<file path="config.mk">
export PLATFORM = sky130hd
export DESIGN_NAME = wino_input_scheduler_flat
export DESIGN_NICKNAME = d
export VERILOG_FILES = /design/src/rtl/wino_pkg.sv /design/src/rtl/wino_input_scheduler_if.sv /design/src/rtl/wino_drain_timer.sv /design/src/rtl/wino_input_scheduler.sv /design/src/flat_wrapper.sv
export SDC_FILE = /design/constraint.sdc
export NUM_CORES = 1
export LEC_CHECK = 0
export ABC_CLOCK_PERIOD_IN_PS = 2000
export CORE_MARGIN = 1.5
export CORE_UTILIZATION = 50
export CTS_CLUSTER_SIZE = 20
export DETAILED_ROUTE_END_ITERATION = 10
export PLACE_DENSITY_LB_ADDON = 0.05
export SYNTH_ARGS = -nofsm -noshare
export SYNTH_HDL_FRONTEND = slang
export SYNTH_SLANG_ARGS = --single-unit
</file>
<file path="constraint.sdc">
create_clock -name clk -period 2 [get_ports clk]
set_input_delay 0.4 -clock clk [delete_from_list [all_inputs] [get_ports clk]]
set_output_delay 0.4 -clock clk [all_outputs]
set_load 0.01 [all_outputs]
</file>
<file path="src/rtl/wino_pkg.sv">
// Shared types and constants for the Winograd input/weight schedulers.
package wino_pkg;

  typedef enum logic [2:0] {
    IDLE    = 3'd0,
    PREPARE = 3'd1,
    STREAM  = 3'd2,
    DRAIN   = 3'd3,
    NEXT    = 3'd4,
    DONE    = 3'd5
  } sched_state_t;

  localparam int ID_W_DEF  = 4;
  localparam int BLK_DIM_W = 8;

  // The data controller fetches two blocks per request, so the area must be even and non-trivial.
  function automatic logic geom_ok(input logic [BLK_DIM_W-1:0] w, input logic [BLK_DIM_W-1:0] h);
    logic [15:0] area;
    area = 16'(w) * 16'(h);
    return (area >= 16'd2) && !area[0];
  endfunction

endpackage

</file>
<file path="src/rtl/wino_input_scheduler_if.sv">
// Scheduler <-> Winograd input data controller link: ID/prepare/geometry out, completion/valid back.
interface wino_input_scheduler_if #(
  parameter int ID_W = wino_pkg::ID_W_DEF
) ();
  import wino_pkg::*;

  logic [ID_W-1:0]      input_id_o;
  logic                 input_prepare_o;
  logic [BLK_DIM_W-1:0] block_width_o;
  logic [BLK_DIM_W-1:0] block_height_o;
  logic                 size_type_o;
  logic                 loop_finished_i;
  logic                 data_valid_i;

  modport master (
    output input_id_o, input_prepare_o, block_width_o, block_height_o, size_type_o,
    input  loop_finished_i, data_valid_i
  );

  modport slave (
    input  input_id_o, input_prepare_o, block_width_o, block_height_o, size_type_o,
    output loop_finished_i, data_valid_i
  );
endinterface

</file>
<file path="src/rtl/wino_drain_timer.sv">
// Counts consecutive cycles without data_valid_i while enabled; any valid restarts the count.
// expired_o is combinational and fires in the cycle the count reaches DRAIN_CYCLES.
module wino_drain_timer #(
  parameter int DRAIN_CYCLES = 4
) (
  input  logic clk,
  input  logic reset,
  input  logic en_i,
  input  logic data_valid_i,
  input  logic clr_i,
  output logic expired_o
);
  localparam int            CW   = $clog2(DRAIN_CYCLES + 1);
  localparam logic [CW-1:0] LAST = CW'(DRAIN_CYCLES - 1);

  logic [CW-1:0] cnt_q, cnt_d;

  always_comb begin
    cnt_d = cnt_q;
    if (clr_i) begin
      cnt_d = '0;
    end else if (en_i) begin
      if (data_valid_i)       cnt_d = '0;
      else if (cnt_q <= LAST) cnt_d = cnt_q + CW'(1);
    end
  end

  assign expired_o = en_i && !data_valid_i && (cnt_q >= LAST);

  always_ff @(posedge clk or posedge reset) begin
    if (reset) cnt_q <= '0;
    else       cnt_q <= cnt_d;
  end
endmodule

</file>
<file path="src/rtl/wino_input_scheduler.sv">
// Walks input IDs 0..last_id through the Winograd input data controller: prepare, stream, drain, advance.
// Optional WINO_SCHED_PERF_EN adds a run_cycles_o busy-cycle counter.
module wino_input_scheduler
  import wino_pkg::*;
#(
  parameter int DRAIN_CYCLES = 4,
  parameter int ID_W         = ID_W_DEF
) (
  input  logic                 clk,
  input  logic                 reset,
  input  logic                 start_i,
  input  logic                 abort_i,
  input  logic [ID_W-1:0]      last_id_i,
  input  logic [BLK_DIM_W-1:0] block_width_i,
  input  logic [BLK_DIM_W-1:0] block_height_i,
  input  logic                 size_type_i,
  wino_input_scheduler_if.master dc,
  output logic                 busy_o,
  output logic                 done_o,
  output logic                 cfg_err_o,
  output logic [15:0]          tile_pairs_o
`ifdef WINO_SCHED_PERF_EN
  ,
  output logic [31:0]          run_cycles_o
`endif
);
  localparam logic [2:0] ST_IDLE    = IDLE;
  localparam logic [2:0] ST_PREPARE = PREPARE;
  localparam logic [2:0] ST_STREAM  = STREAM;
  localparam logic [2:0] ST_DRAIN   = DRAIN;
  localparam logic [2:0] ST_NEXT    = NEXT;
  localparam logic [2:0] ST_DONE    = DONE;

  logic [2:0]           state_q, state_d;
  logic [ID_W-1:0]      id_q, id_d, last_q, last_d;
  logic [BLK_DIM_W-1:0] bw_q, bw_d, bh_q, bh_d;
  logic                 st_q, st_d;
  logic [15:0]          tp_q, tp_d;
  logic                 prep_q, busy_q, done_q, cfg_err_q, cfg_err_d;
  logic                 start_ok, drain_clr, drain_exp;

  assign start_ok = (state_q == ST_IDLE) && start_i && geom_ok(block_width_i, block_height_i);

  wino_drain_timer #(.DRAIN_CYCLES(DRAIN_CYCLES)) u_drain (
    .clk          (clk),
    .reset        (reset),
    .en_i         (state_q == ST_DRAIN),
    .data_valid_i (dc.data_valid_i),
    .clr_i        (drain_clr),
    .expired_o    (drain_exp)
  );

  always_comb begin
    state_d   = state_q;
    id_d      = id_q;
    last_d    = last_q;
    bw_d      = bw_q;
    bh_d      = bh_q;
    st_d      = st_q;
    tp_d      = tp_q;
    cfg_err_d = 1'b0;
    drain_clr = 1'b0;
    if (busy_q && dc.data_valid_i && (tp_q != 16'hFFFF)) tp_d = tp_q + 16'd1;
    case (state_q)
      ST_IDLE: begin
        if (start_ok) begin
          last_d  = last_id_i;
          bw_d    = block_width_i;
          bh_d    = block_height_i;
          st_d    = size_type_i;
          id_d    = '0;
          tp_d    = '0;
          state_d = ST_PREPARE;
        end else if (start_i) begin
          cfg_err_d = 1'b1;
        end
      end
      ST_PREPARE: state_d = ST_STREAM;
      ST_STREAM: begin
        if (dc.loop_finished_i) begin
          state_d   = ST_DRAIN;
          drain_clr = 1'b1;
        end
      end
      ST_DRAIN: if (drain_exp) state_d = ST_NEXT;
      ST_NEXT: begin
        if (id_q == last_q) begin
          state_d = ST_DONE;
        end else begin
          id_d    = id_q + ID_W'(1);
          state_d = ST_PREPARE;
        end
      end
      ST_DONE: state_d = ST_IDLE;
      default: state_d = ST_IDLE;
    endcase
    // Abort overrides every other transition; registered outputs follow state_d, so no prepare/done.
    if (abort_i && (state_q != ST_IDLE)) state_d = ST_IDLE;
  end

  always_ff @(posedge clk or posedge reset) begin
    if (reset) begin
      state_q   <= ST_IDLE;
      id_q      <= '0;
      last_q    <= '0;
      bw_q      <= '0;
      bh_q      <= '0;
      st_q      <= 1'b0;
      tp_q      <= '0;
      prep_q    <= 1'b0;
      busy_q    <= 1'b0;
      done_q    <= 1'b0;
      cfg_err_q <= 1'b0;
    end else begin
      state_q   <= state_d;
      id_q      <= id_d;
      last_q    <= last_d;
      bw_q      <= bw_d;
      bh_q      <= bh_d;
      st_q      <= st_d;
      tp_q      <= tp_d;
      prep_q    <= (state_d == ST_PREPARE);
      busy_q    <= (state_d != ST_IDLE);
      done_q    <= (state_d == ST_DONE);
      cfg_err_q <= cfg_err_d;
    end
  end

  assign dc.input_id_o      = id_q;
  assign dc.input_prepare_o = prep_q;
  assign dc.block_width_o   = bw_q;
  assign dc.block_height_o  = bh_q;
  assign dc.size_type_o     = st_q;
  assign busy_o             = busy_q;
  assign done_o             = done_q;
  assign cfg_err_o          = cfg_err_q;
  assign tile_pairs_o       = tp_q;

`ifdef WINO_SCHED_PERF_EN
  logic [31:0] run_q;

  always_ff @(posedge clk or posedge reset) begin
    if (reset)         run_q <= '0;
    else if (start_ok) run_q <= '0;
    else if (busy_q)   run_q <= run_q + 32'd1;
  end

  assign run_cycles_o = run_q;
`endif
endmodule
</file>
<file path="src/flat_wrapper.sv">
// flat-port wrapper written by rule: the top's interface ports become plain ports
module wino_input_scheduler_flat import wino_pkg::*;
#(
  parameter int DRAIN_CYCLES = 4,
  parameter int ID_W         = ID_W_DEF
)
  (clk, reset, start_i, abort_i, last_id_i, block_width_i, block_height_i, size_type_i, busy_o, done_o, cfg_err_o, tile_pairs_o, dc_input_id_o, dc_input_prepare_o, dc_block_width_o, dc_block_height_o, dc_size_type_o, dc_loop_finished_i, dc_data_valid_i);
  wino_input_scheduler_if #(.ID_W(ID_W)) dc_i ();
  input  logic clk;
  input  logic reset;
  input  logic start_i;
  input  logic abort_i;
  input  logic [ID_W-1:0] last_id_i;
  input  logic [BLK_DIM_W-1:0] block_width_i;
  input  logic [BLK_DIM_W-1:0] block_height_i;
  input  logic size_type_i;
  output logic busy_o;
  output logic done_o;
  output logic cfg_err_o;
  output logic [15:0] tile_pairs_o;
  output wire logic [$bits(dc_i.input_id_o)-1:0] dc_input_id_o;
  output wire logic [$bits(dc_i.input_prepare_o)-1:0] dc_input_prepare_o;
  output wire logic [$bits(dc_i.block_width_o)-1:0] dc_block_width_o;
  output wire logic [$bits(dc_i.block_height_o)-1:0] dc_block_height_o;
  output wire logic [$bits(dc_i.size_type_o)-1:0] dc_size_type_o;
  input wire logic [$bits(dc_i.loop_finished_i)-1:0] dc_loop_finished_i;
  input wire logic [$bits(dc_i.data_valid_i)-1:0] dc_data_valid_i;
  assign dc_input_id_o = dc_i.input_id_o;
  assign dc_input_prepare_o = dc_i.input_prepare_o;
  assign dc_block_width_o = dc_i.block_width_o;
  assign dc_block_height_o = dc_i.block_height_o;
  assign dc_size_type_o = dc_i.size_type_o;
  assign dc_i.loop_finished_i = dc_loop_finished_i;
  assign dc_i.data_valid_i = dc_data_valid_i;
  wino_input_scheduler #(.DRAIN_CYCLES(DRAIN_CYCLES), .ID_W(ID_W)) u_core (.clk(clk), .reset(reset), .start_i(start_i), .abort_i(abort_i), .last_id_i(last_id_i), .block_width_i(block_width_i), .block_height_i(block_height_i), .size_type_i(size_type_i), .dc(dc_i), .busy_o(busy_o), .done_o(done_o), .cfg_err_o(cfg_err_o), .tile_pairs_o(tile_pairs_o));
endmodule
</file>
* Word-level counts from Yosys, hierarchy flattened
Index checks and enable logic that the tools add are counted.
** Operators by class
- Add/subtract/negate cells :: 3
- Multiply operators :: 1
- $lt $le $gt $ge :: 3
- Equal/unequal tests :: 10
- Mux-type cells :: 21
- Reduce and logical (&&, ||, !) cells :: 19
** Operators with widths (number)
- $mux 16 :: 3
- $mux 3 :: 9
- $add 16x1->16 const B :: 1
- $ge 16x2->1 const B :: 1
- $mul 8x8->16 :: 1
- $ne 16x16->1 const B :: 1
- $pmux 3 s5 :: 1
- $reduce_bool 3->1 :: 3
- $logic_and 1x1->1 :: 8
- $mux 4 :: 2
- $pmux 4 s2 :: 1
- $eq 3x1->1 const B :: 2
- $eq 3x2->1 const B :: 2
- $eq 3x3->1 const B :: 2
- $mux 1 :: 5
- $add 4x1->4 const B :: 1
- $eq 4x4->1 :: 1
- $reduce_and 2->1 :: 2
- $reduce_bool 2->1 :: 2
- $add 3x1->3 const B :: 1
- $ge 3x2->1 const B :: 1
- $le 3x2->1 const B :: 1
- $logic_not 3->1 :: 1
- $reduce_and 3->1 :: 1
- other kinds (3) :: 4
** Storage, ports and cells
- Flip-flop bits (word level) :: 51
- Input bits :: 27
- Output and inout port bits :: 41
- Word-level logic and storage cells :: 69

* Depth between registers and ports, before layout
- Word-level depth :: 8
- Mapped depth :: 19
- Mapped depth without buffers :: 17

* Cells and area by module
A second synthesis with hierarchy kept.
** Unflattened totals
- Cells, all modules :: 478
- Area total of the unflattened synthesis :: 4727.0 um^2
** By module, submodules not included
- wino_input_scheduler :: times used 1, cells an instance 450, area an instance 4485.6 um^2, seq. area each 1201.2 um^2
- wino_drain_timer :: times used 1, cells an instance 28, area an instance 241.5 um^2, seq. area each 75.1 um^2

* Worst setup path before layout
Ideal clock, no wire load.
- Path type :: input port to flip-flop
- From :: in block_width_i[2]
- To :: reg u_core.bh_q[3] (netlist: u_core.dc.block_height_o[3])
- Setup time :: 0.125 ns
- Arrival time :: 5.058 ns
- Required time :: 1.875 ns
- Slack :: -3.183 ns
- Cell stages on the path :: 16
- Buffers on the path :: 1
- Cells stage by stage :: and2_1 fa_1 fa_1 fa_1 inv_1 fa_1 inv_1 ha_1 a21o_1 a211oi_2 nor2_1 o32a_1 a211o_1 o31ai_1 buf_4 mux2_2
** On the way
- Word-level cells in the longest chain between the ends :: 5
** Ends and longest elaborated chain
- start: declaration :: RTL line flat_wrapper.sv:14 : input logic [BLK_DIM_W-1:0] block_width_i;
- $mul 8x8->16 :: RTL line wino_pkg.sv:19 : area = 16'(w) * 16'(h);
- $ge 16x2->1 :: RTL line wino_pkg.sv:20 : return (area >= 16'd2) && !area[0];
- $logic_and 1x1->1 :: RTL line wino_pkg.sv:20
- $logic_and 1x1->1 :: RTL line wino_input_scheduler.sv:42 : assign start_ok = (state_q == ST_IDLE) && start_i && geom_ok(block_width_i, block_height_i);
- $reduce_and 2->1 (no source line)
- end signal: assignment :: RTL line wino_input_scheduler.sv:119 : bh_q <= bh_d;
- end: declaration :: RTL line wino_input_scheduler.sv:36 : logic [BLK_DIM_W-1:0] bw_q, bw_d, bh_q, bh_d;
Every way passes these cells.
A chain may end at the register's enable or synchronous reset.

* Worst setup path after layout
- From :: in block_height_i[5]
- To :: reg u_core.last_q[2]
** On the way
- Word-level cells in the longest chain between the ends :: 5
** Ends and longest elaborated chain
- start: declaration :: RTL line flat_wrapper.sv:15 : input logic [BLK_DIM_W-1:0] block_height_i;
- $mul 8x8->16 :: RTL line wino_pkg.sv:19
- $ge 16x2->1 :: RTL line wino_pkg.sv:20
- $logic_and 1x1->1 :: RTL line wino_pkg.sv:20
- $logic_and 1x1->1 :: RTL line wino_input_scheduler.sv:42
- $reduce_and 2->1 (no source line)
- end signal: assignment :: RTL line wino_input_scheduler.sv:117 : last_q <= last_d;
- end: declaration :: RTL line wino_input_scheduler.sv:35 : logic [ID_W-1:0] id_q, id_d, last_q, last_d;
Every way passes these cells.

==> results.toml <==
[outcome]
outcome = "finished, violations left"
failed_checks = "DRC, setup timing"

[layout]
final-seq-area_mm2 = 0.00128
multi_input_area_mm2 = 0.00328
fill_cells = 667
instances_no_fill = 742
fin_area_mm2 = 0.00646
nets = 736
area_delta_synth_final_pct = 41.3
drive_above_1_share_pct = 29.3
diodes = 0

[logic_synthesis]
synth-seq-area-share_pct = 27.9
synth.distinct_cells = 51
synth.cells.most_frequent = "57 x inv_1, 55 x and2_1, 51 x dfrtp_1"
synth_top_area_share_pct = 27.9
synth-seq-cells = 51
synth-compound-area-share_pct = 9.77
async_reset_ff_share_pct = 100
syn-num-nets = 570
synth_cells = 467
yosys.area_share.simple_pct = 19.4
synthMuxAreaShare_pct = 6.08
synth_top_family_by_area = "adder cells"
synth_edf_count = 0
synth_area_leaders = "dfrtp_1 28%, fa_1 16%, ha_1 11%, and2_1 7.5%, inv_1 4.7%"
synth_warnings = 0
synth-xor-area-share_pct = 4.79
yosysTopAreaCell = "dfrtp_1"
synthFlopType = "dfrtp_1"
syn_area_mm2 = 0.00457
avgSynthCellArea_um2 = 9.79
yosysMostFrequentCell = "inv_1"
synth_fa_ha_area_share_pct = 26.7

[worst_setup_path]
worstPathArrival_ns = 5.28
critical_path_peak_fanout = 8
worstPathRequired_ns = 2.19
cp_common_cell = "fa_1"
path_buf_inv = 5
startpoint_type = "input port"
cp_slowest_cell = "fa_1"
critPathTopFamily = "adder cells"
cp-end-kind = "flop"
cpPeakStageDelay_ns = 0.56
crit_chain = "buf_6 > buf_6 > and2_4 > fa_1 > fa_1 > fa_1 > inv_1 > fa_1 > inv_2 > ha_4 > o21ai_2 > or4bb_1 > o32a_1 > a211o_1 > o31a_1 > bufbuf_16 > mux2_2"
critPathKind = "in2reg"

[clock_network]
clock_path_buffers = 2
cts_tree = "yes"
h-tree-depth = 2
clock-root-buffer = "clkbuf_8"
cts.sinks = 51
path_clk_slew_ns = 0.09
cts_hold_buf = 0
cts_buffers = 5
worstSkewPairLatency_ns = 0.31

[placement]
portBuffers = 67
post-place-cells = 719
gp_congestion = 0.871
placed_cell_area_mm2 = 0.00608
dp_hpwl_mm = 9.51

[job]
maxCapViolCount = 0

[drt]
drt-initial-drc-count = 122
routedWlPerCell_um = 16.6
wl_met3_um = 387
drt-met1-wl_mm = 4.75
drtPass1Iterations = 10
postRouteAntennaNets = 0
drc_errors = 6
viasPerCell = 5.36
route.met2.wl_mm = 6.63
top_layer = "met4"
finalWirelength_mm = 12.3
via_count = 3980

[timing]
setup_ws_ns = -3.09
grt_setup_unrepaired = "true"
fmax_mhz = 196
fin_crit_sh_pct = 255
clock_skew_ns = 0.0158
finalMaxSlewViolations = 0
worst_slew_pin_slew_ns = 0.634
maxSlewHeadroom_pct = 57.2
min_period_ns = 5.09
hold_viol = 0
setup_viol = 45

[floorplanning]
ioPinCount = 68
rows = 34
die_h_um = 98.6
dieArea_mm2 = 0.00972
initial_utilization_pct = 51.9
core-area_mm2 = 0.00881
die_w_um = 98.6

[hold_path]
hold_path_class = "in2reg"

[grt]
grt_pass1_vias = 4221
grt_overflow = 0
antenna_found_initial = 0
grt_max_degree = 52
grt_usage_pct = 26.5
grt_pass1_wl_mm = 20.3

[pwr]
power_density_mw_per_mm2 = 1050
peakVddDrop_mv = 0.945
p_leak_nw = 3.11
-- metal layers --
layer / global-route usage, % / up-vias
met5: 0 / -
met4: 12.4 / 0
met3: 2.91 / 44
met2: 50.0 / 98
met1: 29.7 / 1936
li1: - / 1902
-- per-stage QoR --
stage | worst slack (ns) | util (%) | setup TNS [ns] | power, mW | hold slack [ns]
2_1_floorplan | -2.89 | - | -123.60 | 3.83 | 0.472
3_3_place_gp | -3.77 | 69.0 | -165.36 | 5.45 | 0.492
3_5_place_dp | -3.83 | 69.0 | -168.21 | 5.55 | 0.500
4_1_cts | -3.11 | 72.0 | -134.22 | 6.41 | 0.414
5_1_grt | -3.20 | 73.3 | -139.88 | 7.26 | 0.413
6_report | -3.09 | 73.3 | -134.84 | 6.75 | 0.421
-- worst reg2reg max path, stage by stage, from the launching register on --
cell and delay, ns:
dfrtp_1 0.44, nor2_1 0.14, nand3b_1 0.17, nor2_1 0.24
o31a_1 0.37, bufbuf_16 0.34, mux2_2 0.33
-- cell usage in the layout (no fill, tap or decap), types with 4 or more instances in the layout --
cell / count
dfrtp_1: 51
or2_2: 4
nand2_1: 25
clkbuf_8: 5
ha_4: 4
fa_1: 33
a31oi_1: 4
nand3_1: 12
o21ai_0: 15
xor2_1: 11
xnor2_1: 13
buf_4: 89
buf_6: 8
nor2_1: 34
ha_1: 33
and2_1: 47
nor3_1: 4
inv_1: 52
and2_4: 8
nor2_2: 4
mux2_4: 17
inv_2: 5
o211ai_1: 4
buf_2: 6
a21oi_1: 9
nand4_1: 9
clkdlybuf4s50_1: 51
-- report_power, final --
group / switching, mW / leakage (nW) / total, mW / internal (mW)
combinational: 2.17 / 2.41 / 4.70 / 2.52
sequential: 0.176 / 0.656 / 1.45 / 1.28
clock: 0.356 / 0.0402 / 0.600 / 0.244
total: 2.71 / 3.11 / 6.75 / 4.05
-- cells by family after synthesis --
family          after synthesis
compound gates               65
xor+xnor                     25
mux                          22
buf+inv                      62
flops                        51
simple gates                166
fa+ha+maj                    76
-- repair_timing --
action | in CTS | in global routing
hold endpoints to repair | 0 | 0
gates cloned | 4 | 0
setup endpoints to repair | 45 | 47
pin swaps | 16 | 11
resized for setup | 92 | 22
setup buffers | 7 | 4
-- worst paths after layout --
check	startpoint	cells past startpoint	to	slack (ns)
min in group asynchronous	reset	3	u_core.dc.size_type_o$_DFFE_PP0P_	0.44
max	block_height_i[5]	17	u_core.last_q[2]$_DFFE_PP0P_	-3.09
min reg2reg	u_core.u_drain.cnt_q[2]$_DFFE_PP0P_	2	u_core.u_drain.cnt_q[2]$_DFFE_PP0P_	0.52
max reg2reg	u_core.state_q[0]$_DFF_PP0_	6	u_core.last_q[2]$_DFFE_PP0P_	-0.14
min	block_width_i[3]	2	u_core.dc.block_width_o[3]$_DFFE_PP0P_	0.42
max in group asynchronous	reset	3	u_core.u_drain.cnt_q[1]$_DFFE_PP0P_	1.30
-- state kept, by name (all words and copies together), names as in the netlist, 3 cells and up --
name / count
u_core.dc.input_id_o: 4
u_core.dc.block_height_o: 8
u_core.u_drain.cnt_q: 3
u_core.last_q: 4
u_core.state_q: 3
u_core.tile_pairs_o: 16
u_core.dc.block_width_o: 8
-- cell type report --
type	instances	area share, %
multi-input combinational	354	50.7
timing repair buffer	164	22.7
sequential	51	19.8
inverter	57	3.31
tap	108	2.09
clock buffer	5	1.07
clock inverter	3	0.310
Note: power is estimated with default switching activity, not from simulation.
